`config.mk`:
```
export PLATFORM = sky130hd
export DESIGN_NAME = seq_multiplier_32bit
export DESIGN_NICKNAME = d
export VERILOG_FILES = /design/src/rtl/seq_multiplier_32bit_pkg.sv /design/src/rtl/adder_32bit.sv /design/src/rtl/seq_multiplier_32bit.sv
export SDC_FILE = /design/constraint.sdc
export NUM_CORES = 1
export LEC_CHECK = 0
export ABC_CLOCK_PERIOD_IN_PS = 5600
export BUFFER_PORTS_ARGS = -buffer_cell sky130_fd_sc_hd__buf_2
export CAP_MARGIN = 20
export CORE_MARGIN = 3
export CORE_UTILIZATION = 62
export CTS_CLUSTER_SIZE = 12
export DETAILED_ROUTE_END_ITERATION = 12
export PLACE_DENSITY = 0.83
export SLEW_MARGIN = 0
export SYNTH_ARGS = -nofsm -noshare
export SYNTH_HDL_FRONTEND = slang
export SYNTH_SLANG_ARGS = --single-unit
```
`constraint.sdc`:
```
create_clock -name clk -period 5.6 [get_ports clk]
set_input_delay 0.28 -clock clk [delete_from_list [all_inputs] [get_ports clk]]
set_output_delay 0.28 -clock clk [all_outputs]
set_load 0.1 [all_outputs]
```
`src/rtl/seq_multiplier_32bit_pkg.sv`:
```
// seq_multiplier_32bit_pkg: shared widths, FSM encoding and iteration bound for the shift-add multiplier
package seq_multiplier_32bit_pkg;
  localparam int WIDTH = 32;
  localparam int CNT_W = 5;
  localparam logic [CNT_W-1:0] LAST_ITER = 5'd31;
  typedef enum logic [1:0] {
    IDLE = 2'd0,
    CALC = 2'd1,
    DONE = 2'd2
  } state_t;
endpackage

```
`src/rtl/adder_32bit.sv`:
```
// adder_32bit: 32-bit ripple adder with carry-in and no carry-out
module adder_32bit (
  input  logic [31:0] a,
  input  logic [31:0] b,
  input  logic        cin,
  output logic [31:0] sum
);
  assign sum = a + b + {31'b0, cin};
endmodule

```
`src/rtl/seq_multiplier_32bit.sv`:
```
// seq_multiplier_32bit: unsigned 32x32->64 shift-add multiplier, one add/shift per cycle
module seq_multiplier_32bit
  import seq_multiplier_32bit_pkg::*;
#(
  parameter int WIDTH = seq_multiplier_32bit_pkg::WIDTH
) (
  input  logic                 clk,
  input  logic                 rst_n,
  input  logic                 start,
  input  logic [WIDTH-1:0]     multiplicand,
  input  logic [WIDTH-1:0]     multiplier,
  output logic [2*WIDTH-1:0]   product,
  output logic                 busy,
  output logic                 done
);
  state_t             r_state;
  logic [WIDTH-1:0]   r_mcand, r_hi, r_lo;
  logic [CNT_W-1:0]   r_cnt;
  logic [2*WIDTH-1:0] r_product;
  logic [WIDTH-1:0]   w_b, w_sum;
  logic               w_cout;
  assign w_b = r_lo[0] ? r_mcand : '0;
  adder_32bit u_add (.a(r_hi), .b(w_b), .cin(1'b0), .sum(w_sum));
  // the adder has no carry-out; recover it from the operand and sum MSBs
  assign w_cout = (r_hi[WIDTH-1] & w_b[WIDTH-1]) | ((r_hi[WIDTH-1] ^ w_b[WIDTH-1]) & ~w_sum[WIDTH-1]);
  always_ff @(posedge clk or negedge rst_n) begin
    if (!rst_n) begin
      r_state   <= IDLE;
      r_mcand   <= '0;
      r_hi      <= '0;
      r_lo      <= '0;
      r_cnt     <= '0;
      r_product <= '0;
    end else begin
      case (r_state)
        IDLE: if (start) begin
          r_mcand <= multiplicand;
          r_hi    <= '0;
          r_lo    <= multiplier;
          r_cnt   <= '0;
          r_state <= CALC;
        end
        CALC: begin
          r_hi  <= {w_cout, w_sum[WIDTH-1:1]};
          r_lo  <= {w_sum[0], r_lo[WIDTH-1:1]};
          r_cnt <= r_cnt + 1'b1;
          if (r_cnt == LAST_ITER) begin
            r_state   <= DONE;
            r_product <= {w_cout, w_sum, r_lo[WIDTH-1:1]};
          end
        end
        default: r_state <= IDLE;
      endcase
    end
  end
  assign product = r_product;
  assign busy    = (r_state == CALC);
  assign done    = (r_state == DONE);
endmodule

```
==> reports/summary.md <==
Headroom to the max-slew limit came out at 25.5%. The length of the first detailed-routing pass in iterations came out at 5. The highest layer touched by signal routing is met4. Detailed placement finished with a half-perimeter wire length of 13700 um.

The post-route netlist has 29.2% of its cells at a drive strength greater than 1. Entering global routing, the biggest net connects 70 pins. Synthesis inferred 167 register bits.

The compound-cell area share of the yosys netlist works out to 17.8%. By area the synthesized netlist is led by sky130_fd_sc_hd__dfrtp_1, sky130_fd_sc_hd__mux2_2, sky130_fd_sc_hd__ha_1. The clock transition at the registers of the reported paths was 0.08 ns; the endpoint arrival time on the critical path was 4.38 ns.

Setup repair after global routing left no endpoint under its margin. After detailed routing, the average wire length per cell comes to 18.8 um. The number of enable-type register cells in the synthesized netlist is 0. Fill cells in the final layout number 942. After synthesis, the share of flip-flops with an asynchronous set or reset is 100%. The count of nets after finishing was 1001.

Subtracting the final worst setup slack from the clock period gives 4.04 ns. The die outline area is 15100 um2. TritonCTS built the clock tree.

The run gives 9850 um2 as the final instance area. The multi-input combinational cells in the finished layout cover a total of 4100 um2. For the wire length on met2, the log shows 10200 um. The tools report the cell area after placement as 9250 um2. The detailed router finished its first iteration with 392 violations. In the routed layout, each cell is associated on average with a via count of 6.08. The post-cts gate resize count is 0. The area share of the leading cell type in the synthesized netlist is 49.3%, and the accumulated negative setup slack is 0 ns. By area, the combinational part of the netlist is dominated by compound AO/OA/AOI/OAI gates. The critical path in this run is classified as reg -> reg. In this run the tool buffered the top-level ports with 132 buffer cells. The global-route wire length before repair is 33300 um. For this run, the leading register cell type out of synthesis is sky130_fd_sc_hd__dfrtp_1.

133 I/O pins were placed. The initial antenna violation count was 0. For the max-slew violation total from the final report, the log shows 0.

For this run, design rule violations remaining after detail routing come to 0. The count of endpoints failing hold in the final timing report came out at 0. The total track usage was 27.7%; the adder and majority gate portion of the synthesized area was 5.34%.

For this run, the number of Yosys warnings is 0. The cell taking the most area after synthesis is sky130_fd_sc_hd__dfrtp_1. The total of max-cap violations came out at 0.

Required time at the endpoint of the critical path: 5.94 ns. The synthesis-to-finish area growth was 16.1%. The count of endpoints failing setup in the final report was 0; the final clock skew was 0.0125 ns. The number of distinct standard cells referenced by the synthesized netlist came out at 55.

The tools report the number of global-route vias before repair as 6918. The floorplan step set the die height to 123 um. For the count of clock tree sinks, the log shows 167. Buffers inserted during clock tree synthesis total 17. By count the netlist is led by sky130_fd_sc_hd__dfrtp_1, sky130_fd_sc_hd__mux2_2, sky130_fd_sc_hd__nand2_1, sky130_fd_sc_hd__o21ai_0, sky130_fd_sc_hd__a21oi_1.

A synthesized cell averages 10.8 um2. The area taken by flip-flops and latches was 4180 um2; the number of nets with antenna violations after routing was 0. The clock tree synthesis step divided the H-tree into 4 levels.

The run gives 42 as the placement row count. The root buffer cell chosen for the clock tree is sky130_fd_sc_hd__clkbuf_16. Actual transition at the worst max-transition pin: 1.12 ns. For this configuration, the core starts out at a cell density of 63.8%.

The core region is 13300 um2. The peak clock frequency supported by timing is 247 MHz. The flow ran to the end, and the final reports show no timing, DRC or antenna violations. The worst hold path belongs to the class in -> reg.

The multiplexer share of the synthesized area is 11.0%. Yosys instantiated no cell more often than sky130_fd_sc_hd__dfrtp_1. Counting along the longest clock path gives a buffer depth of 2.

Clock latency on the worst-skew pair, taken at its later pin, is 0.44 ns. The worst setup path is captured at a register. The synthesized netlist devotes 11.2% of its cell area to simple gates.

The width of the die works out to 123 um. Wires add up to 20500 um. The share of the yosys chip area belonging to registers is 49.3%. The critical path launch point type is a register.

The routability congestion estimate was 0.953; the share of the cycle needed by the critical path after routing was 72.2%. Counting every net in the synthesized netlist gives 887. The highest net fanout along the worst path was 33; the sum of overflow across all layers after global routing was 0.

Summed over all nets, wire length on met3 after detailed routing comes to 1260 um. For this block, wires on met1 add up to 8620 um. Synthesis produced a netlist whose cell count is 785. The synthesized netlist devotes 2.79% of its cell area to XOR and XNOR gates. The routed layout has 6610 vias. In this run the cell area of the synthesized design comes to 8480 um2. The repair_antennas step left the layout with diodes totalling 0.
==> kinds of logic (layout without fill, tap and decap cells) <==
| family | after synthesis | after routing |
|---|---|---|
| multiplexers | 83 | 83 |
| buffers and inverters | 54 | 181 |
| flip-flops | 167 | 167 |
| adder cells (fa/ha/maj) | 35 | 35 |
| AND/OR/NAND/NOR | 188 | 188 |
| XOR/XNOR | 27 | 27 |
| AO/OA/AOI/OAI | 231 | 231 |
==> area by class of cell <==
cell class / count / area share (%)
multi-input cells: 564 / 41.6
well taps: 176 / 2.24
clock inverters: 14 / 1.33
inverters: 7 / 0.267
clock buffers: 18 / 4.36
repair buffers: 142 / 7.76
flip-flops and latches: 167 / 42.4
==> worst max-delay path, stage by stage, from the launching register on <==
cell and delay [ns]:
sky130_fd_sc_hd__dfrtp_1 0.92, sky130_fd_sc_hd__and2_1 0.24, sky130_fd_sc_hd__ha_1 0.31, sky130_fd_sc_hd__a21o_1 0.21, sky130_fd_sc_hd__a221o_1 0.36, sky130_fd_sc_hd__a21oi_2 0.17
sky130_fd_sc_hd__a21oi_2 0.12, sky130_fd_sc_hd__a211o_4 0.37, sky130_fd_sc_hd__a211oi_2 0.27, sky130_fd_sc_hd__o21ai_0 0.12, sky130_fd_sc_hd__a21oi_1 0.20, sky130_fd_sc_hd__fa_1 0.45
sky130_fd_sc_hd__o21ai_0 0.19
==> metal layers <==
layer / vias up / track usage (%)
li1: 3050 / -
met1: 3280 / 35.4
met2: 234 / 46.4
met3: 46 / 6.45
met4: 0 / 10.1
met5: - / 0
==> registers in the layout, summed over array words and instances (netlist names) <==
name	flops
r_cnt	5
r_state	2
r_mcand	32
r_lo	32
r_hi	32
product	64
==> placed cells by master, fill, tap and decap left out, types with 3 or more instances in the layout <==
| cell | count |
|---|---|
| sky130_fd_sc_hd__xor2_1 | 11 |
| sky130_fd_sc_hd__mux2_2 | 80 |
| sky130_fd_sc_hd__o211ai_1 | 4 |
| sky130_fd_sc_hd__nor3_1 | 8 |
| sky130_fd_sc_hd__nand4_1 | 4 |
| sky130_fd_sc_hd__dfrtp_1 | 167 |
| sky130_fd_sc_hd__nor2b_1 | 34 |
| sky130_fd_sc_hd__o21bai_1 | 4 |
| sky130_fd_sc_hd__inv_1 | 6 |
| sky130_fd_sc_hd__and3_1 | 5 |
| sky130_fd_sc_hd__and2_1 | 36 |
| sky130_fd_sc_hd__buf_2 | 131 |
| sky130_fd_sc_hd__nor2_1 | 18 |
| sky130_fd_sc_hd__xnor2_1 | 16 |
| sky130_fd_sc_hd__a21oi_1 | 58 |
| sky130_fd_sc_hd__o21a_1 | 4 |
| sky130_fd_sc_hd__a21o_1 | 10 |
| sky130_fd_sc_hd__nand3_1 | 7 |
| sky130_fd_sc_hd__nand2_1 | 66 |
| sky130_fd_sc_hd__ha_1 | 33 |
| sky130_fd_sc_hd__a31oi_1 | 4 |
| sky130_fd_sc_hd__clkbuf_16 | 17 |
| sky130_fd_sc_hd__o31ai_1 | 5 |
| sky130_fd_sc_hd__inv_8 | 3 |
| sky130_fd_sc_hd__o21ai_0 | 60 |
| sky130_fd_sc_hd__buf_4 | 8 |
| sky130_fd_sc_hd__a211oi_1 | 4 |
| sky130_fd_sc_hd__a22o_1 | 26 |
| sky130_fd_sc_hd__a22oi_1 | 31 |
| sky130_fd_sc_hd__inv_6 | 7 |
==> timing repair <==
action,4_1_cts,5_1_grt
buffers inserted,0,0
hold buffers,1,0
endpoints found under the hold margin,50,0
==> final timing paths <==
kind,start,end,slack [ns],cells past startpoint
max in group asynchronous,rst_n,product[2]$_DFFE_PN0P_,4.02,3
worst min register to register,product[41]$_DFFE_PN0P_,product[41]$_DFFE_PN0P_,0.47,2
worst min-delay path,multiplicand[31],r_mcand[31]$_DFFE_PN0P_,0.08,2
worst max register to register,r_lo[0]$_DFFE_PN0P_,r_hi[30]$_DFFE_PN0P_,1.56,12
worst max-delay path,r_lo[0]$_DFFE_PN0P_,r_hi[30]$_DFFE_PN0P_,1.56,12
min in group asynchronous,rst_n,product[48]$_DFFE_PN0P_,0.35,2
==> stage by stage <==
stage          instances  utilization, %  hold slack, ns  worst slack, ns
6_report            1088            74.1          0.0763             1.56
4_1_cts             1087            73.9          0.0655             1.55
3_5_place_dp        1054            69.6           0.248             1.55
5_1_grt             1088            74.1          0.0728             1.30
3_3_place_gp        1054            69.6           0.237             1.72
2_1_floorplan        785               -         -0.0156             2.27
Power is not shown: default switching activity piles up to over one toggle a cycle in this logic, so the estimate is an artifact.
